--- config.mk ---
export PLATFORM = sky130hd
export DESIGN_NAME = ex_mul_unit
export DESIGN_NICKNAME = d
export VERILOG_FILES = /design/src/rtl/ex_mul_unit.sv
export SDC_FILE = /design/constraint.sdc
export NUM_CORES = 1
export LEC_CHECK = 0
export ABC_CLOCK_PERIOD_IN_PS = 7200
export CAP_MARGIN = 20
export CORE_UTILIZATION = 55
export DETAILED_ROUTE_END_ITERATION = 8
export PLACE_DENSITY = 0.85
export RECOVER_POWER = 100
export SYNTH_ARGS = -nofsm -noshare
export SYNTH_HDL_FRONTEND = slang
export SYNTH_SLANG_ARGS = --single-unit
--- constraint.sdc ---
create_clock -name clk -period 7.2 [get_ports clk]
set_input_delay 0.72 -clock clk [delete_from_list [all_inputs] [get_ports clk]]
set_output_delay 0.72 -clock clk [all_outputs]
set_load 0.02 [all_outputs]
--- src/rtl/ex_mul_unit.sv ---
// ex_mul_unit: iterative shift-add multiplier (low XLEN bits) in the EX stage.
// Ports: clk, rst (async active-low), EX_* operands in, MEM_stall, flush in;
//   mul_stall (comb hold upstream), mul_valid/mul_result/mul_rd/mul_we out.
// Optional macro MUL_EARLY_TERM_EN: finish once the remaining multiplier is 0.
module ex_mul_unit #(
  parameter int XLEN  = 32,
  parameter int CNT_W = 5
) (
  input  logic            clk,
  input  logic            rst,
  input  logic            EX_mul,
  input  logic [XLEN-1:0] EX_a,
  input  logic [XLEN-1:0] EX_b,
  input  logic [4:0]      EX_rd,
  input  logic            EX_we,
  input  logic            MEM_stall,
  input  logic            flush,
  output logic            mul_stall,
  output logic            mul_valid,
  output logic [XLEN-1:0] mul_result,
  output logic [4:0]      mul_rd,
  output logic            mul_we
);

  typedef enum logic [1:0] {
    IDLE,
    BUSY,
    DONE
  } state_e;

  state_e          state_q, state_d;
  logic [XLEN-1:0] acc_q, acc_d;
  logic [XLEN-1:0] mcand_q, mcand_d;
  logic [XLEN-1:0] mplier_q, mplier_d;
  logic [CNT_W-1:0] cnt_q, cnt_d;
  logic [4:0]      rd_q, rd_d;
  logic            we_q, we_d;
  logic [XLEN-1:0] res_hold_q, res_hold_d;
  logic [4:0]      rd_hold_q, rd_hold_d;

  logic [XLEN-1:0] mplier_nx;
  logic            last;
  logic            fin;

  assign mplier_nx = mplier_q >> 1;
  assign last      = (cnt_q == CNT_W'(XLEN-1));

`ifdef MUL_EARLY_TERM_EN
  assign fin = last || (mplier_nx == '0);
`else
  assign fin = last;
`endif

  always_comb begin
    state_d    = state_q;
    acc_d      = acc_q;
    mcand_d    = mcand_q;
    mplier_d   = mplier_q;
    cnt_d      = cnt_q;
    rd_d       = rd_q;
    we_d       = we_q;
    res_hold_d = res_hold_q;
    rd_hold_d  = rd_hold_q;
    unique case (1'b1)
      (state_q == IDLE): begin
        if (EX_mul && !flush) begin
          mcand_d  = EX_a;
          mplier_d = EX_b;
          rd_d     = EX_rd;
          we_d     = EX_we;
          acc_d    = '0;
          cnt_d    = '0;
          state_d  = BUSY;
        end
      end
      (state_q == BUSY): begin
        if (mplier_q[0]) acc_d = acc_q + mcand_q;
        mcand_d  = mcand_q << 1;
        mplier_d = mplier_nx;
        cnt_d    = cnt_q + CNT_W'(1);
        if (fin) state_d = DONE;
      end
      (state_q == DONE): begin
        // Keep the presented values once DONE is left.
        res_hold_d = acc_q;
        rd_hold_d  = rd_q;
        if (!MEM_stall) state_d = IDLE;
      end
      default: state_d = IDLE;
    endcase
    if (flush) state_d = IDLE;
  end

  always_ff @(posedge clk or negedge rst) begin
    if (!rst) begin
      state_q    <= IDLE;
      acc_q      <= '0;
      mcand_q    <= '0;
      mplier_q   <= '0;
      cnt_q      <= '0;
      rd_q       <= '0;
      we_q       <= 1'b0;
      res_hold_q <= '0;
      rd_hold_q  <= '0;
    end else begin
      state_q    <= state_d;
      acc_q      <= acc_d;
      mcand_q    <= mcand_d;
      mplier_q   <= mplier_d;
      cnt_q      <= cnt_d;
      rd_q       <= rd_d;
      we_q       <= we_d;
      res_hold_q <= res_hold_d;
      rd_hold_q  <= rd_hold_d;
    end
  end

  logic done;
  assign done = (state_q == DONE);

  assign mul_stall  = !flush &&
                      (((state_q == IDLE) && EX_mul) ||
                       (state_q == BUSY));
  assign mul_valid  = done && !flush;
  assign mul_we     = mul_valid && we_q;
  assign mul_result = done ? acc_q : res_hold_q;
  assign mul_rd     = done ? rd_q : rd_hold_q;

endmodule

# Yosys cells after proc, flatten, opt, wreduce, memory -nomap -nowiden
# Index checks and enable logic that the tools add are counted.
# totals
word_cells,48
reg_bits,146
output_inout_bits,40
# classes
n_eq_ne,8
reduce_logical,13
addsub,2
muxes,16
# op_table
op,n
$pmux 32 s2,3
$mux 32,5
$add 32x32->32,1
$mux 5,2
$pmux 5 s2,1
$ne 3x3->1 const B,3
$mux 2,4
$pmux 2 s3,1
$reduce_and 3->1,2
$add 5x1->5 const B,1
$eq 5x5->1 const B,1
$logic_and 1x1->1,5
$ne 2x2->1 const B,2
$reduce_and 2->1,2
$eq 2x1->1 const B,1
$eq 2x2->1 const B,1
$logic_not 2->1,1
$reduce_bool 2->1,1
$logic_not 1->1,1
$logic_or 1x1->1,1

# Depth between registers and ports, before layout
# Gate-level depths: netlist of the first run.
# depth
depth_word,5
depth_mapped,12
depth_no_buf,12

# Least setup slack after synthesis of the first run
# No wires, ideal clock.
# synth_path
path_type,input-to-output
start,in flush
end,out mul_stall
t_arrival_ns,2.001
path_slack_ns,4.479
required_ns,6.480
n_path_buf,2
stages,4
path_cell_list,or4b_2 > clkbuf_1 > clkbuf_1 > o21ai_0
# synth_via
elab_chain_len,2
# synth_rtl
item,line_no,source
"start, declared",17,"input logic flush,"
$logic_not 1->1,121,assign mul_stall = !flush &&
$logic_and 1x1->1,121,
"end, declared",18,"output logic mul_stall,"
# No other way between the ends.

# Worst setup path in the final report of the first run
# layout_path
start,reg state_q[0]
end,out mul_we
# layout_via
elab_chain_len,3
# layout_rtl
item,line_no,source
"start, declared",31,"state_e state_q, state_d;"
"start signal, assigned",106,state_q <= state_d;
$eq 2x2->1,119,assign done = (state_q == DONE);
$logic_and 1x1->1,124,assign mul_valid = done && !flush;
$logic_and 1x1->1,125,assign mul_we = mul_valid && we_q;
"end, declared",22,output logic mul_we
# No other way between the ends.

==> results of run 1 <==
[worst max-delay path: stages, from the launching register on]
cell,delay [ps]
dfrtp_1,450
nor2b_1,1050
clkbuf_1,1190
nor2b_1,330
and2_1,150
dlygate4sd3_1,660
[routing by layer]
| metal | share of wire [%] | vias to the layer above | global-route usage [%] |
|---|---|---|---|
| li1 | - | 3092 | - |
| met3 | 5.5 | 15 | 6.13 |
| met1 | 46 | 3030 | 35.5 |
| met5 | 0 | - | 0 |
| met4 | 0.98 | 0 | 6.48 |
| met2 | 47 | 192 | 41.7 |
[registers in the layout, summed over array words and instances, names as in the netlist]
register / flops
rd_q: 5
mplier_q: 32
cnt_q: 5
rd_hold_q: 5
res_hold_q: 32
mcand_q: 32
acc_q: 32
we_q: 1
state_q: 2
[cell usage in the layout (no fill, tap or decap), types with 4 or more instances in the layout]
cell type and instances:
ha_1 33, clkbuf_16 17, xor2_1 7, clkdlybuf4s50_1 72
mux2_2 11, buf_4 4, nand3_1 10, o21ai_1 5
nor2_1 86, and3_1 5, o21bai_1 6, nand2_1 196
a31oi_1 66, dfrtp_1 146, xnor2_1 18, clkbuf_1 7
clkbuf_8 5, o21ai_0 41, a211oi_1 5, mux2_1 26
nor2b_1 6, dlygate4sd3_1 41, a21oi_1 29, o31ai_1 5
nand4_1 9, a21o_1 24, inv_1 6
[power by group through the flow]
stage	registers, mW	clock network, mW	logic, mW
finish	1.14	0.866	1.34
global route	1.16	0.913	1.51
CTS	1.14	0.878	1.34
detailed placement	1.15	0	1.32
global placement	1.14	0	1.29
floorplan	1.09	0	1.06
[worst max path at each step]
stage | slack, ps | end | depth (start not counted)
6_report | 2220 | mul_we | 5
5_1_grt | 1910 | mul_we | 5
4_1_cts | 3810 | mul_stall | 4
3_5_place_dp | 3810 | mul_stall | 4
3_3_place_gp | 3810 | mul_stall | 4
2_1_floorplan | 4480 | mul_stall | 4
[area by class of cell]
class | instances | area [sq um]
well taps | 176 | 220
repair buffers | 122 | 1200
clock buffers | 25 | 505
flip-flops and latches | 146 | 3650
multi-input cells | 633 | 3780
fillers | 1046 | 3940
clock inverters | 5 | 75.1
inverters | 6 | 22.5
[per-stage QoR]
stage | utilization (%) | setup slack (ps)
after detailed placement | 66.4 | 3810
final | 70.6 | 2220
after floorplan | - | 4480
after global placement | 66.3 | 3810
after CTS | 70.7 | 3810
after global routing | 70.6 | 1910
[kinds of logic (layout without fill, tap and decap cells)]
family,count (synthesis),after routing,share of synthesized area (%)
compound gates,204,204,17.0
fa+ha+maj,34,34,5.65
buf+inv,61,158,3.05
xor+xnor,25,25,2.86
flops,146,146,47.7
mux,39,39,5.70
simple gates,331,331,18.1
==> summary.md, run 1 <==
| Metric | Value |
|---|---|
| Status | `complete, but fails checks` |
| Violated checks | `max-capacitance violations, max-slew violations` |
| Synth top area share | `47.7%` |
| Tcrit/Tclk final | `69.2%` |
| WS Path Type | `flop to output port` |
| Post-Synthesis Cells | `840` |
| Root Buffer | `clkbuf_16` |
| Fraction of layout cells with a size suffix above 1 | `5.55%` |
| Number of remaining DRC errors | `0` |
| Net Sw Frac | `36.0%` |
| Synth async-reset ratio | `100%` |
| Clock Latency Late Sink | `420 ps` |
| CTS tree | `done` |
| Syn nets | `949` |
| First-pass GRT wire length | `29400 microns` |
| CTS buffer count | `17` |
| Die area | `between 10000 and 15000 sq um` |
| Pint | `2.14 mW` |
| H-tree depth | `4` |
| Mean Syn Cell Area | `9.12 sq um` |
| GRT Overall Usage | `approximately a quarter` |
| Dpl hpwl | `11700 microns` |
| Initial antenna violation count | `0` |
| Final setup fails | `0` |
| Min Tclk post-route | `roughly 5000 ps` |
| Dpl cells | `roughly 1100` |
| IO Port Bufs | `114` |
| Initial core utilization | `57.2%` |
| Reg-to-Reg End | `acc_q[18]` |
| Clk sinks | `146` |
| Arr. time, crit path | `4260 ps` |
| Hold WS | `around 470 ps` |
| Power Dens Cells | `354 nW/um^2` |
| Clock Power Share | `25.9%` |
| CP max FO | `28` |
| Post-CTS Resized | `0` |
| Clk buf depth | `2` |
| Drt via density | `5.69` |
| Fin. max-slew vios | `229` |
| Postcts setup bufs | `0` |
| Hold EP | `res_hold_q[0]` |
| Sequential share of power | `around 34%` |
| Tot Pwr | `3.35 mW` |
| Hold_sp | `res_hold_q[0]` |
| Cell area after layout | `9460 sq um` |
| Yosys reg bits | `146` |
| Worst vdd ir | `0.231 mV` |
| P_leak | `4.49 nW` |
| Core Area | `13400 sq um` |
| Final WL | `17400 microns` |
| Routed len/inst | `roughly 16 microns` |
| Fin. Hold Viols | `0` |
| Post-Layout Cell Count | `about 1100` |
| Fmax | `approximately 200 MHz` |
| Sequential area share after synthesis | `a little under half` |
| I/O pins | `115` |
| Switch Pwr | `1.21 mW` |
| Yosys Warn Count | `0` |
| Most frequent cell after synthesis | `nand2_1` |
| Worst slew pin tran | `3700 ps` |
| Number of max-cap violations | `4` |
| Row cnt | `42` |
| Vias in the first global route | `6075` |
| Synth area leaders | `dfrtp_1 48%, nand2_1 9.6%, mux2_2 5.4%` |
| Reg clk slew, reported paths | `50 ps` |
| Top cells by count, synth | `196 x nand2_1, 146 x dfrtp_1, 86 x nor2_1, 66 x a31oi_1, 47 x clkbuf_1` |
| Crit. End Element | `output port` |
| Die Wd | `roughly 120 microns` |
| Hold path cells | `1` |
| Logic pwr share | `40.1%` |
| Data required, critical path | `6480 ps` |
| Top_reg_cell synth | `dfrtp_1` |
| Final Skew | `7.55 ps` |
| TritonRoute pass-1 iters | `5` |
| ANT nets after route | `0` |
| Antenna Cells | `0` |
| Pin count of the biggest net entering global routing | `133` |
| EDFF count, synth | `0` |
| Routability cong. | `0.924` |
| FF-to-FF setup slack | `about 3000 ps` |
| Slew margin rel. | `-146%` |
| Yosys top cell by area | `dfrtp_1` |
| R2R Path Start | `state_q[0]` |
| R2R depth | `6` |
| Cell area after synthesis | `approximately 7700 sq um` |
| Detailed Route Iter0 Violations | `486` |
| Die outline height | `120 microns` |
| RSZ-0062 raised after global routing | `no` |
| Placed Area | `around 8900 sq um` |
| Area Growth Syn to Fin | `23.5%` |
| Via Count | `6329` |
| Final Net Count | `just over 1000` |
| Library cells used by synthesis | `56` |
| GRT Residual Overflow | `0` |
| Setup TNS | `0 ps` |
| Hold WC Path Type | `flop to flop` |
| Critical path launch point | `state_q[0]` |
| Hold Buf Count CTS | `0` |
| Crit path launch type | `flop` |
Note: power is estimated with default switching activity, not from simulation.
==> run 2: changes to the inputs <==
ABC_CLOCK_PERIOD_IN_PS = 5200   (was 7200)
clock period = 5.2 ns   (was 7.2 ns; I/O delays follow)
==> summary.md, run 2 (same netlist as run 1, synthesis figures left out) <==
| Metric | Value |
|---|---|
| Clock Power Share | `between 20 and 30%` |
| Via Count | `6312` |
| Arr. time, crit path | `3340 ps` |
| Commonest non-fill, non-tap cell in the layout | `nand2_1` |
| Worst slew pin tran | `3180 ps` |
| Clock Latency Late Sink | `around 430 ps` |
| Min Tclk post-route | `3860 ps` |
| Fin. Hold Viols | `0` |
| Switch Pwr | `around 1.7 mW` |
| I/O pins | `around 120` |
| Crit path launch type | `flop` |
| Row cnt | `42` |
| Initial antenna violation count | `0` |
| Cell area after layout | `9580 sq um` |
| Antenna Cells | `0` |
| IO Port Bufs | `114` |
| Core Area | `roughly 13000 sq um` |
| Routability cong. | `roughly 0.88` |
| Setup TNS | `0 ps` |
| Sequential share of power | `33.0%` |
| ANT nets after route | `0` |
| Final WL | `17400 microns` |
| Most frequent cells in the layout | `196 x nand2_1, 146 x dfrtp_1, 85 x nor2_1, 72 x clkdlybuf4s50_1, 66 x a31oi_1` |
| Power Dens Cells | `500 nW/um^2` |
| Pint | `around 3.1 mW` |
| Detailed Route Iter0 Violations | `462` |
| Critical path launch point | `state_q[0]` |
| Routed len/inst | `15.6 microns` |
| Clk buf depth | `2` |
| Post-CTS Resized | `0` |
| Hold Buf Count CTS | `0` |
| CP max FO | `28` |
| Violated checks | `max-capacitance violations, max-slew violations` |
| P_leak | `4.53 nW` |
| CTS tree | `done` |
| Fin. max-slew vios | `117` |
| Placed Area | `8910 sq um` |
| Pin count of the biggest net entering global routing | `133` |
| Crit. End Element | `output port` |
| RSZ-0062 raised after global routing | `no` |
| First-pass GRT wire length | `roughly 30000 microns` |
| Status | `complete, but fails checks` |
| Hold WC Path Type | `input port to asynchronous set/reset pin` |
| Fmax | `259 MHz` |
| Pre-CTS WS | `2220 ps` |
| Logic pwr share | `38.6%` |
| GRT Residual Overflow | `0` |
| Number of remaining DRC errors | `0` |
| Fin util | `71.5%` |
| Net Sw Frac | `35.6%` |
| Slew margin rel. | `-112%` |
| Data required, critical path | `between 4000 and 5000 ps` |
| Final setup fails | `0` |
| Clk sinks | `146` |
| Vias in the first global route | `~6200` |
| Root Buffer | `clkbuf_16` |
| Die outline height | `120 microns` |
| CTS buffer count | `17` |
| Die Wd | `120 microns` |
| Reg clk slew, reported paths | `60 ps` |
| R2R Path Start | `state_q[0]` |
| Number of max-cap violations | `3` |
| FF-to-FF setup slack | `1690 ps` |
| Final Net Count | `1035` |
| Worst vdd ir | `0.373 mV` |
| Initial core utilization | `57.2%` |
| TritonRoute pass-1 iters | `4` |
| Area Growth Syn to Fin | `25.0%` |
| Drt via density | `about 5.7` |
| WS Path Type | `flop to output port` |
| Tcrit/Tclk final | `between 70% and 80%` |
| Fraction of layout cells with a size suffix above 1 | `6.92%` |
| H-tree depth | `4` |
| Die area | `14400 sq um` |
| Final Skew | `5.76 ps` |
| Tot Pwr | `4.78 mW` |
| Setup WS post-layout | `1340 ps` |
| GRT Overall Usage | `26.5%` |
| Postcts setup bufs | `0` |
| Filler Cell Count | `1019` |
| Dpl hpwl | `11800 microns` |
==> run 2: path summary, 6_finish.rpt <==
| check | cells after the start | to |
|---|---|---|
| max | 4 | mul_result[14] |
| min | 1 | res_hold_q[21] |
| max reg2reg | 4 | mplier_q[11] |
| min reg2reg | 2 | rd_q[3] |
| max in group asynchronous | 2 | rd_q[3] |
| min in group clk | 2 | rd_q[3] |
==> run 2: final cells by class <==
type                       count  area [sq um]  share of cell area [%]
multi-input combinational    633          3780                    39.5
sequential                   146          3650                    38.2
clock inverter                12           201                    2.10
clock buffer                  20           457                    4.77
timing repair buffer         122          1240                    12.9
inverter                       6          22.5                   0.235
tap                          176           220                    2.30
==> run 2: routing by layer <==
layer / GRT usage (%) / share of wire [%]
met5: 0 / 0
met1: 36.2 / 45
met2: 41.4 / 48
met4: 9.45 / 1.1
met3: 6.18 / 5.3
==> run 2: through the flow <==
stage                     hold WS, ps  instances
final                             131       1115
after global routing              203       1115
after CTS                         173       1114
after detailed placement          465       1082
after global placement            461       1081
after floorplan                   224        840
==> run 2: power groups by stage <==
stage | Sequential [mW] | Combinational (mW) | Clock, mW
finish | 1.58 | 1.84 | 1.36
global route | 1.61 | 2.08 | 1.43
CTS | 1.58 | 1.85 | 1.38
detailed placement | 1.59 | 1.84 | 0
global placement | 1.59 | 1.79 | 0
floorplan | 1.51 | 1.47 | 0
==> run 2: critical path, cell delays in order (launching register included) <==
cell and delay (ps):
dfrtp_1 460, nor2b_1 1090, buf_12 290, mux2_1 370
dlygate4sd3_1 670
